--- src/rtl/riscv_pkg.sv ---
// rtl/riscv_pkg.sv - shared fetch-stage types and constants
package riscv_pkg;

  localparam int XLEN = 32;
  localparam logic [XLEN-1:0] NOP_INSTR = 32'h0000_0013;

  typedef enum logic [1:0] {
    BOOT  = 2'd0,
    RUN   = 2'd1,
    FAULT = 2'd2
  } fetch_state_e;

  typedef struct packed {
    logic [XLEN-1:0] instr;
    logic [XLEN-1:0] pc;
    logic            fault;
  } fetch_entry_t;

endpackage

--- src/rtl/fetch_fifo.sv ---
// rtl/fetch_fifo.sv - synchronous instruction buffer with push, pop, flush and occupancy count
module fetch_fifo
  import riscv_pkg::*;
#(
  parameter int  DEPTH   = 2,
  parameter type entry_t = fetch_entry_t
) (
  input  logic                     clk,
  input  logic                     rst_n,
  input  logic                     push_i,
  input  entry_t                   push_data_i,
  input  logic                     pop_i,
  input  logic                     flush_i,
  output entry_t                   head_o,
  output logic [$clog2(DEPTH):0]   count_o
);
  localparam int AW = $clog2(DEPTH);
  localparam int CW = AW + 1;

  entry_t          mem_q [DEPTH];
  logic [AW-1:0]   wptr_q, rptr_q;
  logic [CW-1:0]   count_q;
  logic            do_push, do_pop;

  assign do_pop  = pop_i && (count_q != '0);
  assign do_push = push_i && !flush_i;

  // Flush keeps the read pointer so the head register holds its last value.
  always_ff @(posedge clk or negedge rst_n) begin
    if (!rst_n) begin
      for (int i = 0; i < DEPTH; i++) mem_q[i] <= '0;
      wptr_q  <= '0;
      rptr_q  <= '0;
      count_q <= '0;
    end else if (flush_i) begin
      wptr_q  <= rptr_q;
      count_q <= '0;
    end else begin
      if (do_push) begin
        mem_q[wptr_q] <= push_data_i;
        wptr_q        <= wptr_q + AW'(1);
      end
      if (do_pop) rptr_q <= rptr_q + AW'(1);
      count_q <= count_q + CW'(do_push) - CW'(do_pop);
    end
  end

  assign head_o  = mem_q[rptr_q];
  assign count_o = count_q;

  overflow_chk: assert property (@(posedge clk) disable iff (!rst_n)
    !(do_push && !do_pop && (count_q == CW'(DEPTH))));

endmodule

--- src/rtl/fetch_unit.sv ---
// rtl/fetch_unit.sv - instruction fetch stage: PC, imem requests, buffered handoff to decode
// Optional FETCH_MISALIGN_CHK_EN: misaligned redirect emits a fault entry and parks in FAULT.
module fetch_unit
  import riscv_pkg::*;
#(
  parameter logic [XLEN-1:0] RESET_PC   = 32'h0000_0000,
  parameter int              FIFO_DEPTH = 2
) (
  input  logic            clk,
  input  logic            srst_n,
  output logic            imem_req,
  output logic [XLEN-1:0] imem_addr,
  input  logic            imem_gnt,
  input  logic            imem_rvalid,
  input  logic [XLEN-1:0] imem_rdata,
  input  logic            redirect_valid,
  input  logic [XLEN-1:0] redirect_pc,
  output logic            id_valid,
  input  logic            id_ready,
  output logic [XLEN-1:0] id_instr,
  output logic [XLEN-1:0] id_pc,
  output logic            id_fault
);
  localparam int CW = $clog2(FIFO_DEPTH) + 1;

  fetch_state_e    state_q, state_d;
  logic [XLEN-1:0] pc_q, pc_d, req_pc_q, req_pc_d;
  logic            inflight_q, inflight_d;
  logic [CW-1:0]   fifo_count;
  logic [CW:0]     occupancy;
  logic            pop, push, gnt_fire, misalign;
  fetch_entry_t    push_entry, head;

  assign id_valid = (fifo_count != '0);
  assign pop      = id_valid && id_ready;
  assign gnt_fire = imem_req && imem_gnt;
  assign imem_addr = pc_q;

`ifdef FETCH_MISALIGN_CHK_EN
  logic            fault_pend_q;
  logic [XLEN-1:0] fault_pc_q;

  assign misalign = redirect_valid && (redirect_pc[1:0] != 2'b00);

  always_ff @(posedge clk or negedge srst_n) begin
    if (!srst_n) begin
      fault_pend_q <= 1'b0;
      fault_pc_q   <= '0;
    end else begin
      fault_pend_q <= misalign;
      if (misalign) fault_pc_q <= redirect_pc;
    end
  end

  // No request is ever granted in a redirect cycle, so the fault push cannot meet a response.
  assign push       = fault_pend_q || (imem_rvalid && !redirect_valid);
  assign push_entry = fault_pend_q ? fetch_entry_t'{instr: NOP_INSTR,  pc: fault_pc_q, fault: 1'b1}
                                   : fetch_entry_t'{instr: imem_rdata, pc: req_pc_q,   fault: 1'b0};
  assign id_fault   = head.fault;
`else
  logic unused_bits;

  assign misalign    = 1'b0;
  assign push        = imem_rvalid && !redirect_valid;
  assign push_entry  = fetch_entry_t'{instr: imem_rdata, pc: req_pc_q, fault: 1'b0};
  assign id_fault    = 1'b0;
  assign unused_bits = ^{head.fault, redirect_pc[1:0]};
`endif

  always_ff @(posedge clk or negedge srst_n) begin
    if (!srst_n) state_q <= BOOT;
    else         state_q <= state_d;
  end

  always_comb begin
    state_d = state_q;
    unique case (state_q)
      BOOT:    state_d = misalign ? FAULT : RUN;
      RUN:     if (misalign) state_d = FAULT;
      FAULT:   if (redirect_valid && !misalign) state_d = RUN;
      default: state_d = BOOT;
    endcase
  end

  // Occupancy counts the response still in flight so the buffer can never overflow.
  assign occupancy = {1'b0, fifo_count} + (CW+1)'(inflight_q) - (CW+1)'(pop);

  always_comb begin
    imem_req = 1'b0;
    if (state_q == RUN && !redirect_valid && occupancy < (CW+1)'(FIFO_DEPTH))
      imem_req = 1'b1;
  end

  always_comb begin
    pc_d       = pc_q;
    req_pc_d   = req_pc_q;
    inflight_d = inflight_q;
    if (redirect_valid) begin
      pc_d       = {redirect_pc[XLEN-1:2], 2'b00};
      inflight_d = 1'b0;
    end else if (gnt_fire) begin
      pc_d       = pc_q + XLEN'(4);
      req_pc_d   = pc_q;
      inflight_d = 1'b1;
    end else if (imem_rvalid) begin
      inflight_d = 1'b0;
    end
  end

  always_ff @(posedge clk or negedge srst_n) begin
    if (!srst_n) begin
      pc_q       <= {RESET_PC[XLEN-1:2], 2'b00};
      req_pc_q   <= '0;
      inflight_q <= 1'b0;
    end else begin
      pc_q       <= pc_d;
      req_pc_q   <= req_pc_d;
      inflight_q <= inflight_d;
    end
  end

  fetch_fifo #(
    .DEPTH   (FIFO_DEPTH),
    .entry_t (fetch_entry_t)
  ) u_fifo (
    .clk         (clk),
    .rst_n       (srst_n),
    .push_i      (push),
    .push_data_i (push_entry),
    .pop_i       (pop),
    .flush_i     (redirect_valid),
    .head_o      (head),
    .count_o     (fifo_count)
  );

  assign id_instr = head.instr;
  assign id_pc    = head.pc;

endmodule

--- config.mk ---
export PLATFORM = sky130hd
export DESIGN_NAME = fetch_unit
export DESIGN_NICKNAME = d
export VERILOG_FILES = /design/src/rtl/riscv_pkg.sv /design/src/rtl/fetch_fifo.sv /design/src/rtl/fetch_unit.sv
export SDC_FILE = /design/constraint.sdc
export NUM_CORES = 1
export LEC_CHECK = 0
export CAP_MARGIN = 20
export CELL_PAD_IN_SITES_DETAIL_PLACEMENT = 0
export CELL_PAD_IN_SITES_GLOBAL_PLACEMENT = 2
export CORE_UTILIZATION = 25
export CTS_CLUSTER_SIZE = 10
export DETAILED_ROUTE_END_ITERATION = 10
export PLACE_DENSITY_LB_ADDON = 0.1
export SLEW_MARGIN = 10
export SYNTH_ARGS = -nofsm -noshare
export SYNTH_HDL_FRONTEND = slang
export SYNTH_SLANG_ARGS = --single-unit
--- constraint.sdc ---
create_clock -name clk -period 3.7 [get_ports clk]
set_clock_uncertainty 0.1 [all_clocks]
set_input_delay 0.555 -clock clk [delete_from_list [all_inputs] [get_ports clk]]
set_output_delay 0.555 -clock clk [all_outputs]
set_load 0.005 [all_outputs]
==> metrics.cfg <==
[outcome]
status = completed

[cells_and_area]
syn_to_final_growth_pct = 32.37
post-route-util_pct = 33.85
fill_cells = 3381
drive_gt1_share_pct = 27.85
mostFrequentLayoutCell = dfrtp_1
antenna_cells = 0
finalNetCount = 941
final_cell_mix = dfrtp_1 (189), mux2_2 (187), clkdlybuf4s50_1 (158)

[logic_synthesis]
yosys_warnings = 0
synth_edf_count = 0
synth-async-reset-ratio_pct = 100.0
syn_inst = 712
synth_flop_cell = dfrtp_1
synth_cell_types = 47
ys_ff_latch = 190
seq_area_frac_synth_pct = 55.17
syn_area_per_cell_um2 = 12.10
netlist_area_mm2 = 0.008618

[clocking]
cts.clk_slew.worst_paths_ns = 0.08
clock_latency_ns = 0.43
clock-root-buffer = clkbuf_16
cts_max_level = 4
tritoncts = done
cts_sinks = 190
cts_buffer_depth = 2
numCtsBuffers = 17

[setup_path]
crit_type = flip-flop to output pin
critPathCaptureType = output pin
worstPathRequired_ns = 3.04
cpMostUsedCell = nand2_1
worstPathMaxFanout = 3
slowest_delay_ns = 0.51
crit_slowest_cell = fa_1
cp-start-kind = flip-flop
crit_path_cell_trace = or2_2, and2_1, ha_1, inv_1, nand2_1, fa_1, nand2_1, nor3_2, dlygate4sd2_1
arrival_ns = 2.72

[route]
vias = 5940
first_pass_iters = 5
detail-route-antenna-nets = 0
routed_via_density = 4.486
drc = 0
wire_per_inst_um = 17.18
drt-total-wl_um = 22750
drt_iter0_drc = 229

[grt]
grt_usage_pct = 13.27
overflow = 0
antenna_found_initial = 0
grt_max_degree = 94
grt_first_pass_wirelength_um = 36510
grt_pass1_vias = 6218

[worst_hold_path]
hold_class = primary input to async pin

[power]
vdd_drop_max_uv = 307.0
powerDensity_mw_per_mm2 = 777.2
p_leak_nw = 4.865

[floorplan]
rows = 67
die-area_mm2 = 0.03522
die_w_um = 187.7
start_util_pct = 25.57
ios = 169
coreArea_mm2 = 0.03370
die-height_um = 187.7

[placement]
dp_hpwl_um = 15210
place_congestion = 0.7505
io_buffers = 161

[sta]
rsz0062_at_grt = false
setup_tns_ns = 0
hold_viol_final = 0
period_share_pct = 91.28
finalSetupViolCount = 0
worst_slew_pin_slew_ns = 0.9654
max-slew-margin-rel_pct = 35.64
whs_ns = 0.1132
slew_violations = 0
period_minus_slack_ns = 3.377
max_freq_mhz = 296.1

[run]
drv_cap = 0

## critical path: cells and delay by family (launching register included)
kind | cells | cell delay [ns]
flops | 1 | 0.38
fa+ha+maj | 2 | 0.78
buf+inv | 2 | 0.33
simple gates | 5 | 0.81
## metrics by stage
stage | worst slack (ns) | cells | area, um2 | total power [W]
after floorplan | 0.6995 | 716 | 8633 | 0.005182
after global placement | 0.1096 | 1294 | 10790 | 0.006923
after detailed placement | 0.09146 | 1294 | 10790 | 0.007034
after CTS | 0.2371 | 1324 | 11410 | 0.009051
after global routing | 0.1313 | 1324 | 11410 | 0.009482
final | 0.3226 | 1324 | 11410 | 0.008866
## cell usage after synthesis, types with 3 or more instances
cell type	n	area, um2
nand3_1	12	60.06
nand2_1	122	457.9
nand4_1	14	87.58
or3_1	3	18.77
buf_2	26	130.1
a22oi_1	4	30.03
nor2_1	17	63.81
nor2b_1	6	37.54
o311ai_0	6	52.55
ha_1	4	50.05
o211ai_1	5	37.54
and2_1	3	18.77
buf_4	5	37.54
a21oi_1	6	30.03
xnor2_1	5	43.79
mux2_2	187	2106
clkbuf_1	15	56.30
dfrtp_1	190	4755
xor2_1	5	43.79
o21ai_0	25	125.1
nand3b_1	3	22.52
a221o_1	3	30.03
inv_1	7	26.28
nor3_1	7	35.03
a31oi_1	4	25.02
## flip-flops by register name, summed over array words and instances, names as in the netlist
signal	count
req_pc_q	30
u_fifo.count_o	2
u_fifo.rptr_q	1
imem_addr	30
inflight_q	1
u_fifo.mem_q	124
state_q	1
u_fifo.wptr_q	1
## final cells by class
class                      count  area [um2]  area share (%)
inverter                       7       26.28          0.2303
tap                          448       560.5           4.913
sequential                   190        4756           41.69
timing repair buffer         177        1804           15.81
multi-input combinational    473        3654           32.02
clock buffer                  20       446.7           3.915
clock inverter                 9       161.4           1.415
## per-layer routing
metal	vias up	GRT usage (%)	routed length (um)
met4	0	3.158	227
met5	-	0	0
li1	2794	-	-
met2	153	20.06	9870
met3	15	2.901	980
met1	2978	19.18	11670
## cell families (layout without fill, tap and decap cells)
group / count (synthesis) / after routing / synth area share [%]
xor gates and xnor gates: 10 / 10 / 1.016
muxes: 188 / 188 / 24.55
DFF: 190 / 190 / 55.17
and+or+nand+nor: 203 / 203 / 10.85
AOI/OAI and AO/OA: 61 / 61 / 4.617
buffers and inverters: 53 / 213 / 2.904
other: 2 / 6 / 0.08714
adders and majority gates: 5 / 5 / 0.8130
## power breakdown
part           internal (W)  switching [W]  total, W
Combinational       0.00218        0.00123   0.00341
Clock               0.00115       0.000791   0.00194
Sequential          0.00294       0.000574   0.00352
Total               0.00627        0.00260   0.00887
## final timing paths
kind                                             start                       endpoint  slack [ns]  cells after the start
setup / recovery           u_fifo.count_o[0]$_DFF_PN0_                       imem_req        0.32                      9
hold / removal                                  srst_n  u_fifo.mem_q[122]$_DFFE_PN0P_        0.11                      1
max in group asynchronous                       srst_n   u_fifo.mem_q[98]$_DFFE_PN0P_        2.56                      2
hold reg to reg               req_pc_q[10]$_DFFE_PN0P_       req_pc_q[10]$_DFFE_PN0P_        0.40                      2
min in group clk                        redirect_valid    u_fifo.count_o[1]$_DFF_PN0_        0.34                      2
setup reg to reg           u_fifo.count_o[0]$_DFF_PN0_      imem_addr[11]$_DFFE_PN0P_        0.52                     12
## repair_timing
action / CTS / global route
setup buffers: 1 / 0
setup endpoints to repair: 1 / 0
hold buffers: 0 / 0
gates resized for setup: 2 / 0
(Power assumes the default switching activity.)
